===== config.mk =====
export PLATFORM = sky130hd
export DESIGN_NAME = id_ex_stage
export DESIGN_NICKNAME = d
export VERILOG_FILES = /design/src/rtl/kgp_pkg.sv /design/src/rtl/id_ex_stage_hazard_detect.sv /design/src/rtl/id_ex_stage.sv
export SDC_FILE = /design/constraint.sdc
export NUM_CORES = 1
export LEC_CHECK = 0
export ABC_CLOCK_PERIOD_IN_PS = 9700
export BUFFER_PORTS_ARGS = -buffer_cell sky130_fd_sc_hd__buf_2
export CAP_MARGIN = 20
export CELL_PAD_IN_SITES_DETAIL_PLACEMENT = 1
export CELL_PAD_IN_SITES_GLOBAL_PLACEMENT = 1
export CORE_ASPECT_RATIO = 1.5
export CORE_UTILIZATION = 28
export CTS_CLUSTER_DIAMETER = 150
export DETAILED_ROUTE_END_ITERATION = 16
export HOLD_SLACK_MARGIN = 0.15
export PLACE_DENSITY_LB_ADDON = 0.1
export SLEW_MARGIN = 20
export SYNTH_ARGS = -nofsm -noshare
export SYNTH_HDL_FRONTEND = slang
export SYNTH_SLANG_ARGS = --single-unit

===== constraint.sdc =====
create_clock -name clk -period 9.7 [get_ports clk]
set_clock_uncertainty 0.15 [all_clocks]
set_input_delay 1.455 -clock clk [delete_from_list [all_inputs] [get_ports clk]]
set_output_delay 1.455 -clock clk [all_outputs]
set_load 0.01 [all_outputs]

===== src/rtl/kgp_pkg.sv =====
// Shared types and constants for the KGP-RISC pipeline.
package kgp_pkg;

    localparam int DATA_W     = 32;
    localparam int REG_ADDR_W = 5;
    localparam int ALUOP_W    = 4;

    // Decoded control bundle carried down the pipeline.
    typedef struct packed {
        logic               regwrite;
        logic               memread;
        logic               memwrite;
        logic               memtoreg;
        logic               alusrc;
        logic [ALUOP_W-1:0] aluop;
    } ctrl_t;

    localparam ctrl_t CTRL_BUBBLE = '0;

endpackage


===== src/rtl/id_ex_stage_hazard_detect.sv =====
// Load-use hazard detection: a load in EX whose destination is read by ID.
module hazard_detect #(
    parameter int REG_ADDR_W = kgp_pkg::REG_ADDR_W
) (
    input  logic                  ex_valid,
    input  logic                  ex_memread,
    input  logic [REG_ADDR_W-1:0] ex_rd,
    input  logic                  id_valid,
    input  logic [REG_ADDR_W-1:0] id_rs,
    input  logic [REG_ADDR_W-1:0] id_rt,
    input  logic                  id_uses_rs,
    input  logic                  id_uses_rt,
    output logic                  hazard
);

    logic rs_match;
    logic rt_match;

    // Only real source operands can create a dependency; r0 never does.
    always_comb begin
        rs_match = id_uses_rs && (id_rs == ex_rd);
        rt_match = id_uses_rt && (id_rt == ex_rd);
        hazard   = ex_valid && ex_memread && (ex_rd != '0) && id_valid
                   && (rs_match || rt_match);
    end

endmodule


===== src/rtl/id_ex_stage.sv =====
// ID/EX pipeline register with load-use bubble insertion and stall counting.
module id_ex_stage #(
    parameter int DATA_W     = kgp_pkg::DATA_W,
    parameter int REG_ADDR_W = kgp_pkg::REG_ADDR_W,
    parameter int ALUOP_W    = kgp_pkg::ALUOP_W,
    parameter int CNT_W      = 16
) (
    input  logic                  clk,
    input  logic                  rst,
    input  logic                  hold,
    input  logic                  flush,
    input  logic                  if_id_valid,
    input  logic [REG_ADDR_W-1:0] if_id_rs,
    input  logic [REG_ADDR_W-1:0] if_id_rt,
    input  logic [REG_ADDR_W-1:0] if_id_rd,
    input  logic                  if_id_uses_rs,
    input  logic                  if_id_uses_rt,
    input  logic [DATA_W-1:0]     if_id_rs_data,
    input  logic [DATA_W-1:0]     if_id_rt_data,
    input  logic [DATA_W-1:0]     if_id_imm,
    input  logic [DATA_W-1:0]     if_id_pc,
    input  logic                  if_id_regwrite,
    input  logic                  if_id_memread,
    input  logic                  if_id_memwrite,
    input  logic                  if_id_memtoreg,
    input  logic                  if_id_alusrc,
    input  logic [ALUOP_W-1:0]    if_id_aluop,
    output logic                  stall,
    output logic                  id_ex_valid,
    output logic [REG_ADDR_W-1:0] id_ex_rs,
    output logic [REG_ADDR_W-1:0] id_ex_rt,
    output logic [REG_ADDR_W-1:0] id_ex_rd,
    output logic [DATA_W-1:0]     id_ex_rs_data,
    output logic [DATA_W-1:0]     id_ex_rt_data,
    output logic [DATA_W-1:0]     id_ex_imm,
    output logic [DATA_W-1:0]     id_ex_pc,
    output logic                  id_ex_regwrite,
    output logic                  id_ex_memread,
    output logic                  id_ex_memwrite,
    output logic                  id_ex_memtoreg,
    output logic                  id_ex_alusrc,
    output logic [ALUOP_W-1:0]    id_ex_aluop,
    output logic [CNT_W-1:0]      stall_count
);

    import kgp_pkg::*;

    logic                  valid_q;
    ctrl_t                 ctrl_q;
    logic [REG_ADDR_W-1:0] rs_q, rt_q, rd_q;
    logic [DATA_W-1:0]     rs_data_q, rt_data_q, imm_q, pc_q;
    logic [CNT_W-1:0]      stall_count_q;

    logic                  hazard;
    ctrl_t                 ld_ctrl;
    logic [REG_ADDR_W-1:0] ld_rs, ld_rt;

    hazard_detect #(
        .REG_ADDR_W (REG_ADDR_W)
    ) u_hazard_detect (
        .ex_valid   (valid_q),
        .ex_memread (ctrl_q.memread),
        .ex_rd      (rd_q),
        .id_valid   (if_id_valid),
        .id_rs      (if_id_rs),
        .id_rt      (if_id_rt),
        .id_uses_rs (if_id_uses_rs),
        .id_uses_rt (if_id_uses_rt),
        .hazard     (hazard)
    );

    // Qualify incoming control with valid, block r0 writes, hide unused operands.
    always_comb begin
        ld_ctrl          = CTRL_BUBBLE;
        ld_ctrl.regwrite = if_id_regwrite && if_id_valid && (if_id_rd != '0);
        ld_ctrl.memread  = if_id_memread  && if_id_valid;
        ld_ctrl.memwrite = if_id_memwrite && if_id_valid;
        ld_ctrl.memtoreg = if_id_memtoreg && if_id_valid;
        ld_ctrl.alusrc   = if_id_alusrc   && if_id_valid;
        ld_ctrl.aluop    = if_id_valid ? if_id_aluop : '0;
        ld_rs            = if_id_uses_rs ? if_id_rs : '0;
        ld_rt            = if_id_uses_rt ? if_id_rt : '0;
    end

    // A flush throws away the ID instruction, so the front end need not hold.
    always_comb begin
        stall = hazard && !flush;
    end

    // Pipeline register: flush > hold > hazard bubble > normal load.
    always_ff @(posedge clk or posedge rst) begin
        if (rst) begin
            valid_q   <= 1'b0;
            ctrl_q    <= CTRL_BUBBLE;
            rs_q      <= '0;
            rt_q      <= '0;
            rd_q      <= '0;
            rs_data_q <= '0;
            rt_data_q <= '0;
            imm_q     <= '0;
            pc_q      <= '0;
        end else if (flush || (!hold && hazard)) begin
            valid_q   <= 1'b0;
            ctrl_q    <= CTRL_BUBBLE;
            rs_q      <= '0;
            rt_q      <= '0;
            rd_q      <= '0;
            rs_data_q <= '0;
            rt_data_q <= '0;
            imm_q     <= '0;
            pc_q      <= '0;
        end else if (!hold) begin
            valid_q   <= if_id_valid;
            ctrl_q    <= ld_ctrl;
            rs_q      <= ld_rs;
            rt_q      <= ld_rt;
            rd_q      <= if_id_rd;
            rs_data_q <= if_id_rs_data;
            rt_data_q <= if_id_rt_data;
            imm_q     <= if_id_imm;
            pc_q      <= if_id_pc;
        end
    end

    // Count inserted load-use bubbles, saturating at all-ones.
    always_ff @(posedge clk or posedge rst) begin
        if (rst) begin
            stall_count_q <= '0;
        end else if (hazard && !flush && !hold && (stall_count_q != '1)) begin
            stall_count_q <= stall_count_q + CNT_W'(1);
        end
    end

    // Drive outputs straight from the register so EX and forwarding see them directly.
    always_comb begin
        id_ex_valid    = valid_q;
        id_ex_rs       = rs_q;
        id_ex_rt       = rt_q;
        id_ex_rd       = rd_q;
        id_ex_rs_data  = rs_data_q;
        id_ex_rt_data  = rt_data_q;
        id_ex_imm      = imm_q;
        id_ex_pc       = pc_q;
        id_ex_regwrite = ctrl_q.regwrite;
        id_ex_memread  = ctrl_q.memread;
        id_ex_memwrite = ctrl_q.memwrite;
        id_ex_memtoreg = ctrl_q.memtoreg;
        id_ex_alusrc   = ctrl_q.alusrc;
        id_ex_aluop    = ctrl_q.aluop;
        stall_count    = stall_count_q;
    end

endmodule


[Word level (Yosys, flattened, before mapping)]
Index checks and enable logic that the tools add are counted.
Storage, ports and cells
  output and inout bits: 170
  register bits after elaboration: 169
  ROM bits: 0
  input bits: 159
  memories: 0
  bits in writable memories: 0
  bits in latches: 0
  logic and storage cells: 63
Operators by class
  multipliers: 0
  $lt $le $gt $ge: 0
  eq/ne operators: 4
  shifts and indexed selects: 0
  divide/modulo/power cells: 0
  multiplexer cells: 21
  reductions and logical operators: 22
  add/subtract/negate cells: 1
  bitwise gates (word level): 0
Operators with widths (number)
  $mux W32: 8
  $mux W5: 8
  $mux W9: 2
  $add A16 B1 Y16 const B: 1
  $logic_and A1 B1 Y1: 16
  $ne A16 B16 Y1 const B: 1
  $eq A5 B5 Y1: 2
  $reduce_bool A5 Y1: 2
  $mux W4: 1
  $logic_not A1 Y1: 2
  $logic_or A1 B1 Y1: 2
  $mux W1: 2
  $ne A2 B1 Y1 const B: 1

[Logic depth before layout (Yosys ltp)]
  depth after elaboration: 7
  depth in mapped cells: 9

[Cells and area by module]
Synthesis repeated with hierarchy kept, for this count alone.
Second synthesis, totals
  cell total of the unflattened synthesis: 439
  area, all modules: 6344.8 µm²
Modules (own cells, without submodules)
  id_ex_stage: cells each 422, area each 6213.5 µm², sequential area each 4229.1 µm², instances 1
  hazard_detect: cells each 17, area each 131.4 µm², sequential area each 0.0 µm², instances 1

[Worst setup path before layout]
OpenSTA, ideal clock, no wires.
  kind: input to output
  from: input if_id_rs[1]
  to: output stall
  required time: 8.095 ns
  stages: 5
  arrival time: 2.127 ns
  setup slack: 5.968 ns
  path buffers: 0
  cell sequence: xnor2_1 > nand4_1 > o22ai_2 > nand2_1 > nor2_1
Between the ends
  word-level cells in the longest chain between the ends: 5
Ends and longest elaborated chain
  start, declared: line id_ex_stage.sv:13  | input logic [REG_ADDR_W-1:0] if_id_rs,
  $eq A5 B5 Y1: line id_ex_stage_hazard_detect.sv:21  | rs_match = id_uses_rs && (id_rs == ex_rd);
  $logic_and A1 B1 Y1: line id_ex_stage_hazard_detect.sv:21
  $logic_or A1 B1 Y1: line id_ex_stage_hazard_detect.sv:24  | && (rs_match || rt_match);
  $logic_and A1 B1 Y1: line id_ex_stage_hazard_detect.sv:24
  $logic_and A1 B1 Y1: line id_ex_stage.sv:87  | stall = hazard && !flush;
  end, declared: line id_ex_stage.sv:28  | output logic stall,
Every way passes these cells.

[Worst setup path after layout]
  from: input if_id_rs[0]
  to: output stall
The elaborated chain is that of the path after synthesis.

==> results.md <==
- Crit. End Element: output pin
- Area Overhead vs Synth: 35.6%
- Post-Synth XOR/XNOR Area: 3.11%
- FF+latch count, synth: 169
- Clock root cell: clkbuf_16
- Worst rel slew slack: 39.1%
- Row Count: 70
- Die Footprint: 25800 sq um
- Initial core utilization: around 29%
- Vias in the first global route: just under 6000
- WL/cell: approximately 17 microns
- Setup TNS: 0 ns
- Syn Nets: between 700 and 800
- Status: complete, no violations
- Largest stage delay, worst path: approximately 0.24 ns
- CP Cell Sequence: buf_2 -> xnor2_1 -> nand4_1 -> o22ai_2 -> nand2_1 -> nor2_1 -> buf_2
- Leakage: 5.39 nW
- CTS tree: built
- PD cells: approximately 170 nW/um^2
- Drt drc: 0
- Peak VDD IR: roughly 0.11 mV
- Crit path max-delay family: simple AND/OR/NAND/NOR gates
- Most common cell in the netlist: nor2_1
- Final Hold Viols: 0
- DRT iter0 DRCs: around 170
- Post-synth EDFFs: 0
- Fill cells: around 2900
- Clock Sinks: approximately 170
- Share of cells above drive strength 1: 39.7%
- Yosys warns: 0
- Final setup vio count: 0
- Hold Crit Class: flop to flop
- PortBufs: 328
- Vias per inst: approximately 4.4
- Via count: ~5600
- Period minus WS final: 4.16 ns
- Drt pass-1 iters: 4
- Synth area leaders: dfrtp_1, mux2i_1, nor2_1
- F_max: around 0.24 GHz
- Synth unique cells: 26
- CP max stage cell: o22ai_2
- RSZ-0062 raised after global routing: false
- Layout Utilization: between 30% and 40%
- Worst-path fanout max: 2
- Commonest cells post-synth: nor2_1, dfrtp_1, mux2i_1
- CTS max path bufs: 2
- Post-CTS sizing: 0
- Global-route wire length before repair: 34.6 mm
- Tightest Pin Transition: 0.914 ns
- I/O pin count: between 300 and 400
- Most used cell, CP: buf_2
- Syn avg cell area: roughly 12 sq um
- WS Path Type: input pin to output pin
- ANT nets after route: 0
- TritonCTS buffer count: 17
- Post-synthesis adder-cell area fraction: less than 1%
- Clk_lat worst skew: 0.43 ns
- H-Tree Depth: 4
- Top FF cell, synth: dfrtp_1
- Global Route Usage Sum: 17.5%
- Aggregate global routing overflow: 0
- Mapped cell area: roughly 7000 sq um
- Async SR Flop Fraction: 100%
- Post-synthesis compound-gate area fraction: approximately 2.3%
- Total Wirelength: 21.8 mm
- Die width: between 100 and 150 microns
- Largest family of logic cells by synthesized area: multiplexers
- Max-cap viol count: 0
- Crit path buffers/inverters: 2
- Register area share after synthesis: 60.2%
- Routability cong.: between 0.7 and 0.8
- Simple-gate share of the synthesized area: 12.3%
- Die height: ~200 microns
- Synth area leader: dfrtp_1
- WP data arrival: 2.55 ns
- Final Max Tran Viols: 0
- Area fraction of the dominant cell type after synthesis: around three fifths
- Total setup buffers inserted after CTS: 0
- Mux cell area share after synthesis: between 10% and 20%
- CTS Hold Buffers Added: 0
- Hpwl dp: ~15 mm
- Initial antenna violation count: 2
- Largest net degree at the start of global routing: 83
- Core Footprint: roughly 25000 sq um
- Final #Nets: roughly 1100
- Period utilization: between 40% and 50%
- Type of origin of the critical path: input pin
- Mapped Cells: between 600 and 700
- Clock slew at reported path FFs: 0.07 ns
- Worst Path Required: between 8 and 9 ns
per-stage QoR:
stage	total power [mW]	std cells	area [sq um]	setup slack, ns	hold WS (ns)
4_1_cts	1.66	1259	9530	5.56	0.352
3_3_place_gp	0.973	1228	8960	5.30	0.334
3_5_place_dp	0.976	1228	8960	5.28	0.338
5_1_grt	1.71	1260	9530	5.49	0.364
2_1_floorplan	0.879	608	7030	3.52	0.371
6_report	1.63	1261	9530	5.54	0.348
path summary, 6_finish.rpt:
| kind | from | to | slack, ns | cells after the start |
|---|---|---|---|---|
| min in group asynchronous | rst | id_ex_rt_data[17] | 0.92 | 2 |
| worst min-delay path | stall_count[9] | stall_count[9] | 0.35 | 1 |
| worst max-delay path | if_id_rs[0] | stall | 5.54 | 7 |
| worst min register to register | stall_count[9] | stall_count[9] | 0.35 | 1 |
| worst max register to register | id_ex_rd[4] | id_ex_rs_data[0] | 6.37 | 8 |
| max in group asynchronous | rst | id_ex_rd[2] | 7.20 | 3 |
power breakdown:
group          internal [mW]  leakage (nW)  switching (mW)
sequential             0.739          2.26          0.0191
clock                  0.383         0.271           0.288
combinational         0.0870          2.86           0.112
sequential cells by signal, summed over array words and instances (netlist names):
signal / cells
id_ex_rs_data: 32
id_ex_pc: 32
id_ex_valid: 1
id_ex_memwrite: 1
id_ex_memread: 1
id_ex_imm: 32
id_ex_rt_data: 32
id_ex_rd: 5
id_ex_rt: 5
id_ex_regwrite: 1
id_ex_alusrc: 1
id_ex_aluop: 4
stall_count: 16
id_ex_memtoreg: 1
id_ex_rs: 5
kinds of logic (layout without fill, tap and decap cells):
family,count (synthesis),count (layout)
DFF,169,169
muxes,134,134
adders and majority gates,1,1
buffers and inverters,40,367
and+or+nand+nor,215,215
AOI/OAI and AO/OA,24,24
other,0,2
xor gates and xnor gates,25,25
layout make-up:
class	count	area [sq um]	area share [%]
diodes	2	5.00	0.0525
clock buffers	19	443	4.65
clock inverters	12	128	1.34
inverters	2	12.5	0.131
multi-input cells	399	2620	27.4
flip-flops and latches	169	4230	44.4
well taps	324	405	4.25
repair buffers	334	1700	17.8
layer usage:
layer | up-vias | global-route usage [%] | wire, microns
met5 | - | 0 | 0
li1 | 2651 | - | -
met2 | 205 | 30.1 | 11300
met1 | 2733 | 20.6 | 8760
met4 | 0 | 6.24 | 308
met3 | 22 | 5.17 | 1490
worst register-to-register path, delay by kind of cell (launching register included):
kind / cells / cell delay [ns]
buffers and inverters: 2 / 1.50
and+or+nand+nor: 3 / 0.48
DFF: 1 / 0.48
AOI/OAI and AO/OA: 2 / 0.36
xor gates and xnor gates: 1 / 0.19
layout by cell type, fill, tap and decap left out, types with 6 or more instances in the layout:
cell | netlist | layout
buf_2 | 13 | 327
nor2_1 | 172 | 172
a22oi_1 | 12 | 12
clkbuf_16 | 0 | 17
buf_4 | 8 | 6
xnor2_1 | 11 | 11
mux2i_1 | 133 | 133
nand4_1 | 6 | 6
nand2_1 | 18 | 18
xor2_1 | 14 | 14
a21oi_1 | 9 | 9
dfrtp_1 | 169 | 169
Power figures use the tool's default switching activity.
